==> src/rtl/coriolis_addsub_pipe.sv <==
// ---------------------------------------------------------------------------
// coriolis_addsub_pipe
//
// Elastic add/subtract map node for generated kernel pipelines. An operand
// pair is consumed only when both operand streams are valid and the node is
// ready. Stage 1 computes the sum or difference, the overflow flag and the
// optional saturation. Stages 2..LAT only delay the result. Empty stages are
// filled even while the output is stalled, so the node only pushes back on
// upstream once every stage holds data.
//
// Parameters
//   STREAMW : operand/result width (8..64)
//   LAT     : stages from input accept to output (1..4)
//   SIGNED  : 1 = two's-complement, 0 = unsigned
//   SAT     : 1 = clamp on overflow, 0 = wrap modulo 2^STREAMW
//
// Ports
//   clk        : clock, all state on the rising edge
//   rst        : asynchronous, active-low reset
//   ivalid_in1 : operand 1 valid
//   ivalid_in2 : operand 2 valid
//   in1, in2   : operands
//   op_in      : 0 = in1+in2, 1 = in1-in2, sampled with the operands
//   iready     : node accepts an operand pair this cycle
//   ovalid     : out1/ovf hold a valid result
//   out1       : result
//   ovf        : overflow/underflow occurred for this result
//   oready     : downstream takes the result this cycle
// ---------------------------------------------------------------------------
module coriolis_addsub_pipe #(
  parameter int STREAMW = 32,
  parameter int LAT     = 2,
  parameter int SIGNED  = 0,
  parameter int SAT     = 0
) (
  input  logic               clk,
  input  logic               rst,
  input  logic               ivalid_in1,
  input  logic               ivalid_in2,
  input  logic [STREAMW-1:0] in1,
  input  logic [STREAMW-1:0] in2,
  input  logic               op_in,
  output logic               iready,
  output logic               ovalid,
  output logic [STREAMW-1:0] out1,
  output logic               ovf,
  input  logic               oready
);

  localparam int W = STREAMW;

  // Per-stage state; index 1 is the compute stage, index LAT drives the output.
  logic [LAT:1] v_reg;
  logic [LAT:1] ovf_reg;
  logic [W-1:0] res_reg [1:LAT];

  logic [LAT:1] adv;
  logic         acc;

  logic [W:0]   a_ext;
  logic [W:0]   b_ext;
  logic [W:0]   sum_ext;
  logic [W-1:0] res_next;
  logic         ovf_next;

  // A stage may advance when it is empty or when every stage downstream of
  // it can move. Written in closed form (some stage from gi to LAT is empty,
  // or the output is taken) so no combinational chain runs through the
  // vector itself.
  generate
    for (genvar gi = 1; gi <= LAT; gi++) begin : g_adv
      assign adv[gi] = oready | ~(&v_reg[LAT:gi]);
    end
  endgenerate

  // Held low during reset so nothing is taken while the node is cleared.
  assign iready = rst & adv[1];
  assign acc    = ivalid_in1 & ivalid_in2 & iready;

  // Stage 1 arithmetic: one extra bit carries the carry/borrow (unsigned)
  // or keeps the true sign of the extended result (signed).
  always_comb begin
    if (SIGNED != 0) begin
      a_ext = {in1[W-1], in1};
      b_ext = {in2[W-1], in2};
    end else begin
      a_ext = {1'b0, in1};
      b_ext = {1'b0, in2};
    end

    sum_ext = op_in ? (a_ext - b_ext) : (a_ext + b_ext);

    if (SIGNED != 0) begin
      // Add overflows only when the operand signs agree; subtract only when
      // they differ. In both cases the wrapped result then has the wrong sign
      // relative to in1.
      ovf_next = (op_in ? (in1[W-1] != in2[W-1]) : (in1[W-1] == in2[W-1]))
                 & (sum_ext[W-1] != in1[W-1]);
    end else begin
      ovf_next = sum_ext[W];
    end

    res_next = sum_ext[W-1:0];
    if ((SAT != 0) && ovf_next) begin
      if (SIGNED != 0) begin
        // A signed overflow always moves away from in1's sign, so in1
        // tells which rail to clamp to.
        res_next = in1[W-1] ? {1'b1, {(W-1){1'b0}}} : {1'b0, {(W-1){1'b1}}};
      end else begin
        // Unsigned add can only overflow upward, subtract only downward.
        res_next = op_in ? '0 : '1;
      end
    end
  end

  always_ff @(posedge clk or negedge rst) begin
    if (!rst) begin
      v_reg   <= '0;
      ovf_reg <= '0;
      for (int k = 1; k <= LAT; k++) begin
        res_reg[k] <= '0;
      end
    end else begin
      if (adv[1]) begin
        v_reg[1] <= acc;
        if (acc) begin
          res_reg[1] <= res_next;
          ovf_reg[1] <= ovf_next;
        end
      end
      // Data only moves with a valid token, so an output that is not taken
      // holds its value and bubbles never overwrite anything.
      for (int k = 2; k <= LAT; k++) begin
        if (adv[k]) begin
          v_reg[k] <= v_reg[k-1];
          if (v_reg[k-1]) begin
            res_reg[k] <= res_reg[k-1];
            ovf_reg[k] <= ovf_reg[k-1];
          end
        end
      end
    end
  end

  assign ovalid = v_reg[LAT];
  assign out1   = res_reg[LAT];
  assign ovf    = ovf_reg[LAT];

endmodule
==> config.mk <==
export PLATFORM = sky130hd
export DESIGN_NAME = coriolis_addsub_pipe
export DESIGN_NICKNAME = d
export VERILOG_FILES = /design/src/rtl/coriolis_addsub_pipe.sv
export SDC_FILE = /design/constraint.sdc
export NUM_CORES = 1
export LEC_CHECK = 0
export BUFFER_PORTS_ARGS = -buffer_cell sky130_fd_sc_hd__buf_4
export CAP_MARGIN = 10
export CELL_PAD_IN_SITES_DETAIL_PLACEMENT = 0
export CELL_PAD_IN_SITES_GLOBAL_PLACEMENT = 1
export CORE_ASPECT_RATIO = 0.5
export CORE_UTILIZATION = 42
export CTS_CLUSTER_DIAMETER = 30
export DETAILED_ROUTE_END_ITERATION = 10
export HOLD_SLACK_MARGIN = 0.1
export MAX_ROUTING_LAYER = met4
export PLACE_DENSITY = 0.88
export SLEW_MARGIN = 20
export SYNTH_ARGS = -nofsm -noshare
export SYNTH_HDL_FRONTEND = slang
export SYNTH_SLANG_ARGS = --single-unit
==> constraint.sdc <==
create_clock -name clk -period 2.2 [get_ports clk]
set_input_delay 0.11 -clock clk [delete_from_list [all_inputs] [get_ports clk]]
set_output_delay 0.11 -clock clk [all_outputs]
set_load 0.02 [all_outputs]
Yosys cells after proc, flatten, opt, wreduce, memory -nomap -nowiden
Cells that the tools add are included.
{"block": "op_classes", "n_addsub": 2, "mux": 1, "n_reduce_logical": 3, "bitwise_logic": 7}
{"op": "32-bit by 32-bit adder with 33-bit output", "n": 1}
{"op": "33-bit 2-to-1 mux", "n": 1}
{"op": "32-bit by 32-bit subtractor with 33-bit output", "n": 1}
{"op": "2-bit AND reduction", "n": 3}
{"op": "1-bit AND", "n": 3}
{"op": "1-bit NOT", "n": 2}
{"op": "1-bit bitwise OR", "n": 2}
{"block": "word_totals", "regBits": 68, "output_inout_bits": 35, "word_cells": 19, "input_bits": 70}

Longest topological paths before layout
Gate-level depths: netlist of the first run.
{"block": "logic_depth", "ltp_word": 6, "mapped_depth": 16, "depth_no_buf": 14}

Worst setup path before layout of the first run
OpenSTA, ideal clock, no wires.
{"block": "synth_path", "path_kind": "input-to-reg", "startpoint": "in in2[14]", "endpoint": "reg ovf_reg[1] (netlist bit)", "setup_ns": 0.134, "path_buffers": 2, "arrival_time_ns": 3.195, "stages": 15, "slack_ns": -1.128, "required_time_ns": 2.066, "path_cell_list": "or4_4 -> nor4_4 -> and3_1 -> clkbuf_1 -> nor2_1 -> xnor2_1 -> ha_1 -> clkbuf_1 -> nand2_1 -> o21ai_0 -> nand2b_1 -> a41oi_1 -> a211o_1 -> a211oi_1 -> a211oi_2"}
{"block": "synth_between", "elab_chain_cells": 2, "elab_cells_between_ends": 3, "classes_between": "add/sub: 2; mux: 1"}
{"item": "from (decl)", "line_no": "41", "text": "input logic [STREAMW-1:0] in2,"}
{"item": "32-bit by 32-bit adder with 33-bit output or 32-bit by 32-bit subtractor with 33-bit output (tied branches)", "line_no": "91", "text": "sum_ext = op_in ? (a_ext - b_ext) : (a_ext + b_ext);"}
{"item": "33-bit 2-to-1 mux *", "line_no": "91"}
{"item": "to (signal, indexed assignment)", "line_no": "138", "text": "ovf_reg[k] <= ovf_reg[k-1];"}
{"item": "to (decl)", "line_no": "54", "text": "logic [LAT:1] ovf_reg;"}
Every way passes the cells marked *; elsewhere a longest branch is shown, timed or not.
A chain may end at the register's enable or synchronous reset.

Worst setup path after layout of the first run
{"block": "layout_path", "startpoint": "in in2[14]", "endpoint": "reg res_reg[63] (netlist bit)"}
{"block": "layout_between", "elab_chain_cells": 2, "elab_cells_between_ends": 3, "classes_between": "add/sub: 2; mux: 1"}
{"item": "32-bit by 32-bit adder with 33-bit output or 32-bit by 32-bit subtractor with 33-bit output (tied branches)", "line_no": "91"}
{"item": "33-bit 2-to-1 mux *", "line_no": "91"}
{"item": "to (signal, indexed assignment)", "line_no": "137", "text": "res_reg[k] <= res_reg[k-1];"}
{"item": "to (decl)", "line_no": "55", "text": "logic [W-1:0] res_reg [1:LAT];"}
Marked as above.

==> results of run 1 <==
[per-layer routing]
layer  global-route usage, %  routed length [µm]
met1                   39.87                8793
met2                   40.48                8994
met3                   2.605                1728
met4                   6.762                 932
met5                       -                   0
[area by class of cell]
type                    count  area [µm²]
repair buffers            306        2426
fillers                   785        3289
clock buffers              12       236.5
inverters                  15       56.30
flip-flops and latches     68        1702
well taps                 165       206.4
clock inverters             4       26.28
multi-input cells         451        4039
[synth_stat cells, types with 4 or more instances]
cell      count
a21o_1       20
o21bai_1      5
o21ai_0      33
clkbuf_1     23
o31ai_1       5
a211o_1       4
xor2_1        6
nand2_1      47
and2_1        5
a31oi_1      11
o21a_1        6
mux2_2       34
nor4_1        4
dfrtp_1      68
o211ai_1      4
inv_1        15
nand3_1      20
xnor2_1      41
and3_1        8
nor2_1       33
nor3_1       19
nand4_1      11
ha_1         33
a21oi_1      49
buf_1         4
or3_1         6
nand2b_1      7
buf_4        32
a211oi_1      4
[power by group through the flow]
stage / sequential [µW] / clock [µW] / combinational (µW)
5_1_grt: 2020 / 1330 / 3730
4_1_cts: 1970 / 1280 / 3130
6_report: 1970 / 1270 / 3550
3_5_place_dp: 1990 / 0 / 2820
2_1_floorplan: 1890 / 0 / 1920
3_3_place_gp: 1970 / 0 / 2750
[worst register-to-register path, cell delays in order, from the launching register on]
cell and delay (ns):
dfrtp_1 0.39, nand3b_1 0.11, and2_1 0.19, nand3_2 0.38, buf_4 0.44, a21oi_1 0.26
nand3_2 0.09
[cells by family (layout without fill, tap and decap cells)]
| kind of cell | after synthesis | in the layout |
|---|---|---|
| adder cells (fa/ha/maj) | 34 | 34 |
| buffers and inverters | 74 | 337 |
| AND/OR/NAND/NOR | 176 | 176 |
| AO/OA/AOI/OAI | 159 | 159 |
| XOR/XNOR | 47 | 47 |
| flip-flops | 68 | 68 |
| multiplexers | 35 | 35 |
[per-stage QoR]
| step | util [%] | instance area (µm²) | hold slack [ns] |
|---|---|---|---|
| 6_report | 72.55 | 8692 | 0.3423 |
| 5_1_grt | 72.55 | 8692 | 0.3472 |
| 4_1_cts | 68.25 | 8178 | 0.3244 |
| 3_5_place_dp | 60.54 | 7253 | 0.3712 |
| 3_3_place_gp | 60.54 | 7253 | 0.3658 |
| 2_1_floorplan | - | 5461 | -0.1856 |
[final timing paths]
kind / from / end / slack, ns / depth (start not counted)
min in group asynchronous: rst / out1[26]$_DFFE_PN0P_ / 0.52 / 3
setup reg to reg: v_reg[1]$_DFFE_PN0N_ / res_reg[56]$_DFFE_PN0P_ / 0.22 / 6
setup / recovery: in2[14] / res_reg[63]$_DFFE_PN0P_ / -0.73 / 16
hold reg to reg: res_reg[37]$_DFFE_PN0P_ / res_reg[37]$_DFFE_PN0P_ / 0.47 / 2
max in group asynchronous: rst / out1[28]$_DFFE_PN0P_ / 1.14 / 3
hold / removal: in1[1] / res_reg[33]$_DFFE_PN0P_ / 0.34 / 4
[layout by cell type (no fill, tap or decap), drive strengths merged, types with 6 or more instances in the layout]
master / count
o21ai: 33
nor2: 33
mux2: 34
nand2b: 7
dfrtp: 68
a21o: 21
nand3: 20
o21a: 6
a21oi: 49
and3: 8
xnor2: 41
nand4: 11
a31oi: 11
nor3: 20
nand2: 47
ha: 33
buf: 304
or3: 6
inv: 15
clkbuf: 12
xor2: 6
[what timing repair did]
| item | 4_1_cts | 5_1_grt |
|---|---|---|
| pin swaps | 91 | 51 |
| setup endpoints to repair | 23 | 24 |
| setup buffers | 27 | 19 |
| endpoints found under the hold margin | 70 | 0 |
| gates resized for setup | 102 | 69 |
| hold buffers | 2 | 0 |
==> impl_results.md, run 1 <==
* Psw at between 2000 and 3000 µW
* Via count at between 5k and 6k
* Post-Syn Instances at 593
* Synth warn at 0
* Number of core rows at 28
* Clock buffer count from CTS at 9
* ANT cells at 0
* Vias in the first global route at about 5.2k
* Final Wtd Congestion at approximately 0.90
* Final period utilization at 133.2%
* CTS tree: built
* Die width at 160.1 µm
* Hold Path Class: in2reg
* Final Hold Viols at 0
* Crit end category: flip-flop
* Req. time, crit path at 2.43 ns
* Top cells by area, synth: dfrtp_1, ha_1, mux2_2
* Failing checks: negative setup slack
* Initial antenna violation count at 0
* Setup ws final at -0.7298 ns
* Fin Clk Skew at between 0.006 and 0.007 ns
* H-tree depth at 3
* Seq/Total Area, Yosys at between 30% and 40%
* Max Cap Viol at 0
* Final Setup Violations at 25
* Nets at between 900 and 1k
* Number of flops mapped to enable cells by yosys at 0
* First DRT Iteration DRCs at about 560
* Crit-path slowest cell: or4_4
* PortBufs at about 100
* CP bufs+invs at 4
* CP arrival at around 3.2 ns
* TNS Setup at -10.36 ns
* Largest net degree at the start of global routing at between 60 and 70
* Multiplexer area fraction after synthesis at ~7.5%
* Crit Path Category: in2reg
* Syn avg cell area at around 8.9 µm²
* Status: complete, but fails checks
* Pwr/cell area at 781.1 nW/µm²
* Sw Share at a little under two fifths
* Worst-path clk slew at about 0.050 ns
* F_max at around 340 MHz
* Worst slack, placed at -0.9749 ns
* Mapped Nets at 697
* Drt pass-1 iters at 5
* Synth Area in Compound Gates at about 19%
* Internal cell power at ~4200 µW
* Element type at the critical path start: input port
* LEAKAGE at roughly 0.0041 µW
* Area growth syn-to-layout at 65.56%
* Comb power frac at 52.3%
* Ports at between 100 and 150
* Post-Synth Adder-Cell Area at between 8 and 9%
* Post-DRT Antenna Nets at 0
* CTS root buf: clkbuf_16
* Distinct cell type count after synthesis at 55
* Final wirelength at a little over 20000 µm
* Post-route minimum period at about 2.9 ns
* Worst-skew pair later-pin latency at approximately 0.33 ns
* GRT Overall Usage at between 20 and 30%
* Clock share of power at roughly a fifth
* Relative slew slack at ~45%
* Die H at 81.06 µm
* Yosys top cell by area: dfrtp_1
* Area share of the largest cell type after synthesis at roughly a third
* Final Non-Filler Cells at about 1.0k
* Hpwl dp at about 13000 µm
* Core area at about 12000 µm²
* Max FO, Critical Path at 4
* Flop pwr share at between 20 and 30%
* Grt ovf at 0
* Cell total after placement at 960
* RSZ-0062 raised after global routing: yes
* Vias per std cell at 5.845
* Initial core utilization at a little over two fifths
* Maximum vdd ir drop at around 420 µV
* FFs w/ async S/R, synth at 100.0%
* CP peak stage delay at around 0.54 ns
* Largest family of logic cells by synthesized area: compound AO/OA/AOI/OAI gates
* DR DRC count at 0
* Worst slew pin tran at between 0.8 and 0.9 ns
* Synth Area in XOR/XNOR at under 10%
* Tot Pwr at about 6800 µW
* Die area at about 13000 µm²
* First-pass GRT wire length at 26720 µm
* Simple-gate share of the synthesized area at 17.11%
* CP most frequent cell: buf_6
* Clock Sink Count at between 60 and 70
* Clk buf depth at 2
* CP Cell Sequence: buf_6 > or4_4 > nor4_4 > buf_4 > and4_4 > buf_6 > nor2_4 > xnor2_2 > ha_1 > buf_6 > a21oi_2 > o21bai_1 > a21oi_2 > o21ai_1 > o21a_1 > o31ai_1
* Cell Area, Synth at around 5300 µm²
* Drt wl/cell at between 20 and 25 µm
* #FFs+latches synth at between 60 and 70
* Cell family with most CP delay: compound AO/OA/AOI/OAI gates
* Top_reg_cell synth: dfrtp_1
* Layout cells sized above 1 at between 50% and 60%
* Slew Viols, Final at 0
(Power assumes the default switching activity.)
==> run 2, diff against run 1 <==
CORE_MARGIN = 2   (was not set)
SKIP_LAST_GASP = 1   (was not set)
==> impl_results.md, run 2 (synthesized netlist as in run 1, its figures left out) <==
* Post-DRT Antenna Nets at 0 (unchanged)
* Max FO, Critical Path at 4 (unchanged)
* Drt wl/cell at 18.94 µm (-5.4%)
* Crit Path Category: in2reg
* Fin Clk Skew at 0.005262 ns (-0.0009169 ns)
* Clk buf depth at 2 (unchanged)
* Core area at 12020 µm² (+0.29%)
* Vias in the first global route at 5472 (+5.3%)
* Cell family with most CP delay: simple AND/OR/NAND/NOR gates
* Most frequent cells in the layout: buf_4, dfrtp_1, nand2_1, mux2_2, buf_6
* GR peak layer: met1
* Grt ovf at 0 (unchanged)
* Final Wtd Congestion at 0.9799 (+9.4%)
* Largest net degree at the start of global routing at 69 (unchanged)
* Worst slack, placed at -0.9904 ns (-0.01545 ns)
* CTS root buf: clkbuf_16
* Ports at 105 (unchanged)
* Pwr/cell area at 796.2 nW/µm² (+1.9%)
* CP peak stage delay at 0.55 ns (about the same)
* Number of core rows at 28 (unchanged)
* Layout fillers at 779 (-0.76%)
* F_max at 346.4 MHz (+1.5%)
* GRT Overall Usage at 26.31% (-0.97 points)
* First-pass GRT wire length at 27810 µm (+4.1%)
* Final Setup Violations at 25 (unchanged)
* Crit end category: flip-flop
* Worst-path clk slew at 0.06 ns (about the same)
* Max Cap Viol at 0 (unchanged)
* CP bufs+invs at 4 (unchanged)
* Die H at 83.06 µm (+2.5%)
* Setup ws final at -0.6872 ns (+0.04256 ns)
* H-tree depth at 3 (unchanged)
* Vias per std cell at 5.664 (-3.1%)
* Nets at 952 (-0.31%)
* Final Hold Viols at 0 (unchanged)
* Layout cells sized above 1 at 57.21% (+0.32 points)
* DR DRC count at 0 (unchanged)
* Req. time, crit path at 2.45 ns (+0.02 ns)
* Hpwl dp at 12540 µm (-0.21%)
* ANT cells at 0 (unchanged)
* Hold Path Class: in2reg
* Relative slew slack at 44.25% (-0.47 points)
* Element type at the critical path start: input port
* Die area at 13460 µm² (+3.7%)
* Met2 usage at 38.68% (-1.8 points)
* Area growth syn-to-layout at 65.87%
* Clock Sink Count at 68 (unchanged)
* Initial antenna violation count at 0 (unchanged)
* CTS tree: built
* First DRT Iteration DRCs at 509 (-8.6%)
* Met1 Use GR at 39.21% (-0.66 points)
* Met3 Usage GRT at 3.546% (+0.94 points)
* Die width at 162.1 µm (+1.2%)
* Via count at 5766 (-3.4%)
* PortBufs at 104 (unchanged)
* Final wirelength at 19280 µm (-5.7%)
* Drt pass-1 iters at 5 (unchanged)
* Initial core utilization at 43.69% (-0.13 points)
* Post-route minimum period at 2.887 ns (-0.04256 ns)
* LEAKAGE at 0.004047 µW (-0.30%)
* Clock buffer count from CTS at 9 (unchanged)
* Most common cell after layout, fill and taps aside: buf_4
* RSZ-0062 raised after global routing: yes
* Status: complete, but fails checks
* Worst slew pin tran at 0.8363 ns (+0.007118 ns)
* CP Cell Sequence: buf_6 > or4_4 > nor4_4 > buf_4 > a21oi_1 > xnor2_1 > ha_1 > buf_6 > buf_4 > nand4_1 > nor3_1 > a21oi_4 > a2111o_1 > nand3_1
* Crit-path slowest cell: or4_4
* Slew Viols, Final at 0 (unchanged)
* Worst-skew pair later-pin latency at 0.32 ns (about the same)
* CP arrival at 3.14 ns (-0.02 ns)
* Failing checks: negative setup slack
* Maximum vdd ir drop at 447.4 µV (+6.9%)
* Fin util at 72.47% (-0.076 points)
* Final period utilization at 131.2% (-1.9 points)
[run 2: metrics by stage]
step           std cells  total power (µW)  hold slack, ns  instance area (µm²)  setup TNS [ns]
4_1_cts             1004              6568          0.2851                 8218          -8.266
6_report            1018              6934          0.2873                 8708          -10.69
3_3_place_gp         956              4718          0.3701                 7223          -16.71
5_1_grt             1018              7282          0.3229                 8708          -13.72
2_1_floorplan        593              3811         -0.1856                 5461          -8.112
3_5_place_dp         956              4810          0.3768                 7223          -17.71
[run 2: what timing repair did]
item                                    CTS  global route
resized for setup                       101            80
buffers inserted                         30            20
pin swaps                                69            59
hold buffers                              2             0
gates cloned                              0             0
endpoints found under the hold margin    70             0
endpoints found under the setup margin   23            26
[run 2: worst reg2reg max path, cell delays in order (launching register included)]
cell and delay [ns]:
dfrtp_1 0.40, nand3b_1 0.11, and2_1 0.20, nand3_2 0.28, buf_4 0.38, nor3_1 0.22
o21ai_0 0.11, nand4b_1 0.09
[run 2: path summary, 6_finish.rpt]
path,start,endpoint,slack [ns],cells after the start
max,in2[14],res_reg[56]$_DFFE_PN0P_,-0.69,14
min,ivalid_in2,res_reg[54]$_DFFE_PN0P_,0.29,3
max reg2reg,v_reg[2]$_DFFE_PN0N_,res_reg[61]$_DFFE_PN0P_,0.33,7
min reg2reg,res_reg[37]$_DFFE_PN0P_,res_reg[37]$_DFFE_PN0P_,0.47,2
max in group asynchronous,rst,out1[25]$_DFFE_PN0P_,1.09,3
min in group asynchronous,rst,out1[7]$_DFFE_PN0P_,0.55,3
[run 2: layer usage]
layer	vias up	part of all wire (%)	routed length, µm
met2	335	43	8383
met5	-	0	0
met3	63	8.9	1711
met1	2742	45	8640
met4	0	2.8	546
li1	2626	-	-
[run 2: cell type report]
cell class                 count  area (µm²)  share of cell area, %
timing repair buffer         303        2419                  27.77
clock buffer                  11       242.7                  2.787
sequential                    68        1702                  19.54
clock inverter                 5       61.31                 0.7040
inverter                      15       61.31                 0.7040
tap                          165       206.4                  2.371
multi-input combinational    451        4016                  46.12
[run 2: where the power goes]
part | internal, µW | leakage, µW | switching, µW | total (µW)
registers | 1700 | 0.000849 | 285 | 1990
logic | 1760 | 0.00306 | 1760 | 3520
clock network | 909 | 0.000138 | 512 | 1420
total | 4370 | 0.00405 | 2560 | 6930
==> run 3, diff against run 2 <==
--- a/config.mk
+++ b/config.mk
@@ -19,2 +19,3 @@
 export PLACE_DENSITY = 0.88
+export SETUP_SLACK_MARGIN = 0.2
 export SKIP_LAST_GASP = 1
==> constraint.sdc (replaced) <==
create_clock -name clk -period 2.2 [get_ports clk]
set_input_delay 0.33 -clock clk [delete_from_list [all_inputs] [get_ports clk]]
set_output_delay 0.33 -clock clk [all_outputs]
set_load 0.02 [all_outputs]
==> impl_results.md, run 3 (synthesized netlist as in run 1, its figures left out) <==
* CP arrival at 3.41 ns (+0.27 ns)
* CP most frequent cell: buf_6
* Layout cells sized above 1 at 58.36% (+1.2 points)
* Finished layout cell area at 8939 µm² (+2.6%)
* LEAKAGE at 0.004149 µW (+2.5%)
* Internal cell power at 4500 µW (+2.9%)
* Worst Hold Margin at 0.2002 ns (-0.08712 ns)
* Crit end category: flip-flop
* Drt pass-1 iters at 7 (+2)
* Via count at 5916 (+2.6%)
* Worst slew pin tran at 0.8345 ns (-0.001767 ns)
* Clock buffer count from CTS at 9 (unchanged)
* Sw Share at 36.90% (-0.038 points)
* Most frequent cells in the layout: buf_4, dfrtp_1, buf_6, nand2_1, mux2_2
* H-tree depth at 3 (unchanged)
* Fin Clk Skew at 0.01049 ns (+0.005231 ns)
* Clock share of power at 21.4% (+0.9 points)
* Initial core utilization at 43.69% (unchanged)
* Tot Pwr at 7131 µW (+2.8%)
* Clk buf depth at 2 (unchanged)
* CTS Hold Buffers Added at 0 (-2)
* Die area at 13460 µm² (unchanged)
* Worst slack, placed at -1.171 ns (-0.1809 ns)
* CTS root buf: clkbuf_16
* Die H at 83.06 µm (unchanged)
* Cell Area, Placed at 7264 µm² (+0.57%)
* RSZ-0062 raised after global routing: yes
* CP peak stage delay at 0.41 ns (-0.14 ns)
* PortBufs at 104 (unchanged)
* Element type at the critical path start: input port
* Clock Sink Count at 68 (unchanged)
* GRT Overall Usage at 25.73% (-0.58 points)
* DR DRC count at 0 (unchanged)
* Pwr/cell area at 797.8 nW/µm² (+0.20%)
* Final wirelength at 20420 µm (+5.9%)
* TNS Setup at -17.09 ns (-6.403 ns)
* First DRT Iteration DRCs at 594 (+17%)
* Max FO, Critical Path at 5 (+1)
* Relative slew slack at 44.36% (+0.12 points)
* Area growth syn-to-layout at 70.26%
* Nets at 954 (+0.21%)
* First-pass GRT wire length at 27070 µm (-2.7%)
* Initial antenna violation count at 0 (unchanged)
* ANT cells at 0 (unchanged)
* Setup ws final at -0.9783 ns (-0.2911 ns)
* Flop pwr share at 27.8% (-0.9 points)
* Vias per std cell at 5.800 (+2.4%)
* Die width at 162.1 µm (unchanged)
* Post-route minimum period at 3.178 ns (+0.2911 ns)
* Final period utilization at 144.5% (+13 points)
* Final Wtd Congestion at 0.8968 (-8.5%)
* Most common cell after layout, fill and taps aside: buf_4
* Max Cap Viol at 0 (unchanged)
* Crit-path slowest cell: ha_1
* Largest net degree at the start of global routing at 69 (unchanged)
* Comb power frac at 50.8% (about the same)
* Maximum vdd ir drop at 464.2 µV (+3.7%)
* Req. time, crit path at 2.43 ns (-0.02 ns)
* Cell family with most CP delay: simple AND/OR/NAND/NOR gates
* CTS tree: built
* Post-DRT Antenna Nets at 0 (unchanged)
* CP Cell Sequence: buf_4 > or3_4 > buf_6 > nor2_4 > buf_6 > a21oi_1 > xnor2_1 > ha_1 > and4_1 > nand4_1 > nor2_1 > o211ai_1 > a211oi_2 > nor3_1 > o31ai_1
* Final Setup Violations at 26 (+4.0%)
* Psw at 2631 µW (+2.7%)
* Worst-path clk slew at 0.06 ns (about the same)
* Core area at 12020 µm² (unchanged)
* Failing checks: negative setup slack
* CP bufs+invs at 3 (-1)
* Final Hold Viols at 0 (unchanged)
* Vias in the first global route at 5367 (-1.9%)
* Drt wl/cell at 20.02 µm (+5.7%)
* Hpwl dp at 12790 µm (+2.0%)
* Hold Path Class: in2async
* Worst-skew pair later-pin latency at 0.33 ns (about the same)
* Slew Viols, Final at 0 (unchanged)
* Crit Path Category: in2reg
* Number of core rows at 28 (unchanged)
* Status: complete, but fails checks
* F_max at 314.6 MHz (-9.2%)
* Grt ovf at 0 (unchanged)
* Ports at 105 (unchanged)
-- run 3: layout make-up --
class	count	area (µm²)
fillers	737	3078
repair buffers	305	2485
clock buffers	11	232.7
flip-flops and latches	68	1702
inverters	15	61.31
multi-input cells	451	4165
well taps	165	206.4
clock inverters	5	86.33
-- run 3: per-stage QoR --
step	instances	utilization [%]
2_1_floorplan	593	-
3_3_place_gp	961	60.45
3_5_place_dp	961	60.45
4_1_cts	999	67.77
5_1_grt	1020	74.39
6_report	1020	74.39
-- run 3: path summary, 6_finish.rpt --
path                            slack [ns]  cells after the start                     from                      end
worst min-delay path                  0.20                      2                      rst  res_reg[42]$_DFFE_PN0P_
worst max-delay path                 -0.98                     15                  in2[11]  res_reg[63]$_DFFE_PN0P_
worst max register to register        0.30                      6     v_reg[2]$_DFFE_PN0N_  res_reg[56]$_DFFE_PN0P_
worst min register to register        0.49                      2  res_reg[36]$_DFFE_PN0P_  res_reg[36]$_DFFE_PN0P_
max in group asynchronous             1.44                      2                      rst  res_reg[53]$_DFFE_PN0P_
min in group clk                      0.30                      3                   oready     v_reg[2]$_DFFE_PN0N_
-- run 3: routing by layer --
metal	routed length, µm	track usage, %
met1	8548	38.12
met2	8935	37.37
met3	2126	3.197
met4	807	6.034
met5	0	-
-- run 3: power groups by stage --
stage	clock network [µW]	registers, µW	logic [µW]
6_report	1530	1980	3620
5_1_grt	1590	2040	3810
4_1_cts	1530	1980	3110
3_5_place_dp	0	2000	2840
3_3_place_gp	0	1980	2760
2_1_floorplan	0	1890	1930
-- run 3: repair_timing --
action,4_1_cts,5_1_grt
endpoints found under the setup margin,27,29
resized for setup,88,117
setup buffers,22,21
cloned,0,0
pin swaps,67,89
-- run 3: worst register-to-register path, cell delays in order (launching register included) --
cell and delay (ns):
dfrtp_1 0.39, nand3b_1 0.13, and2_1 0.21, nand3_2 0.32, buf_4 0.31, a2111o_1 0.37, nand3_1 0.10
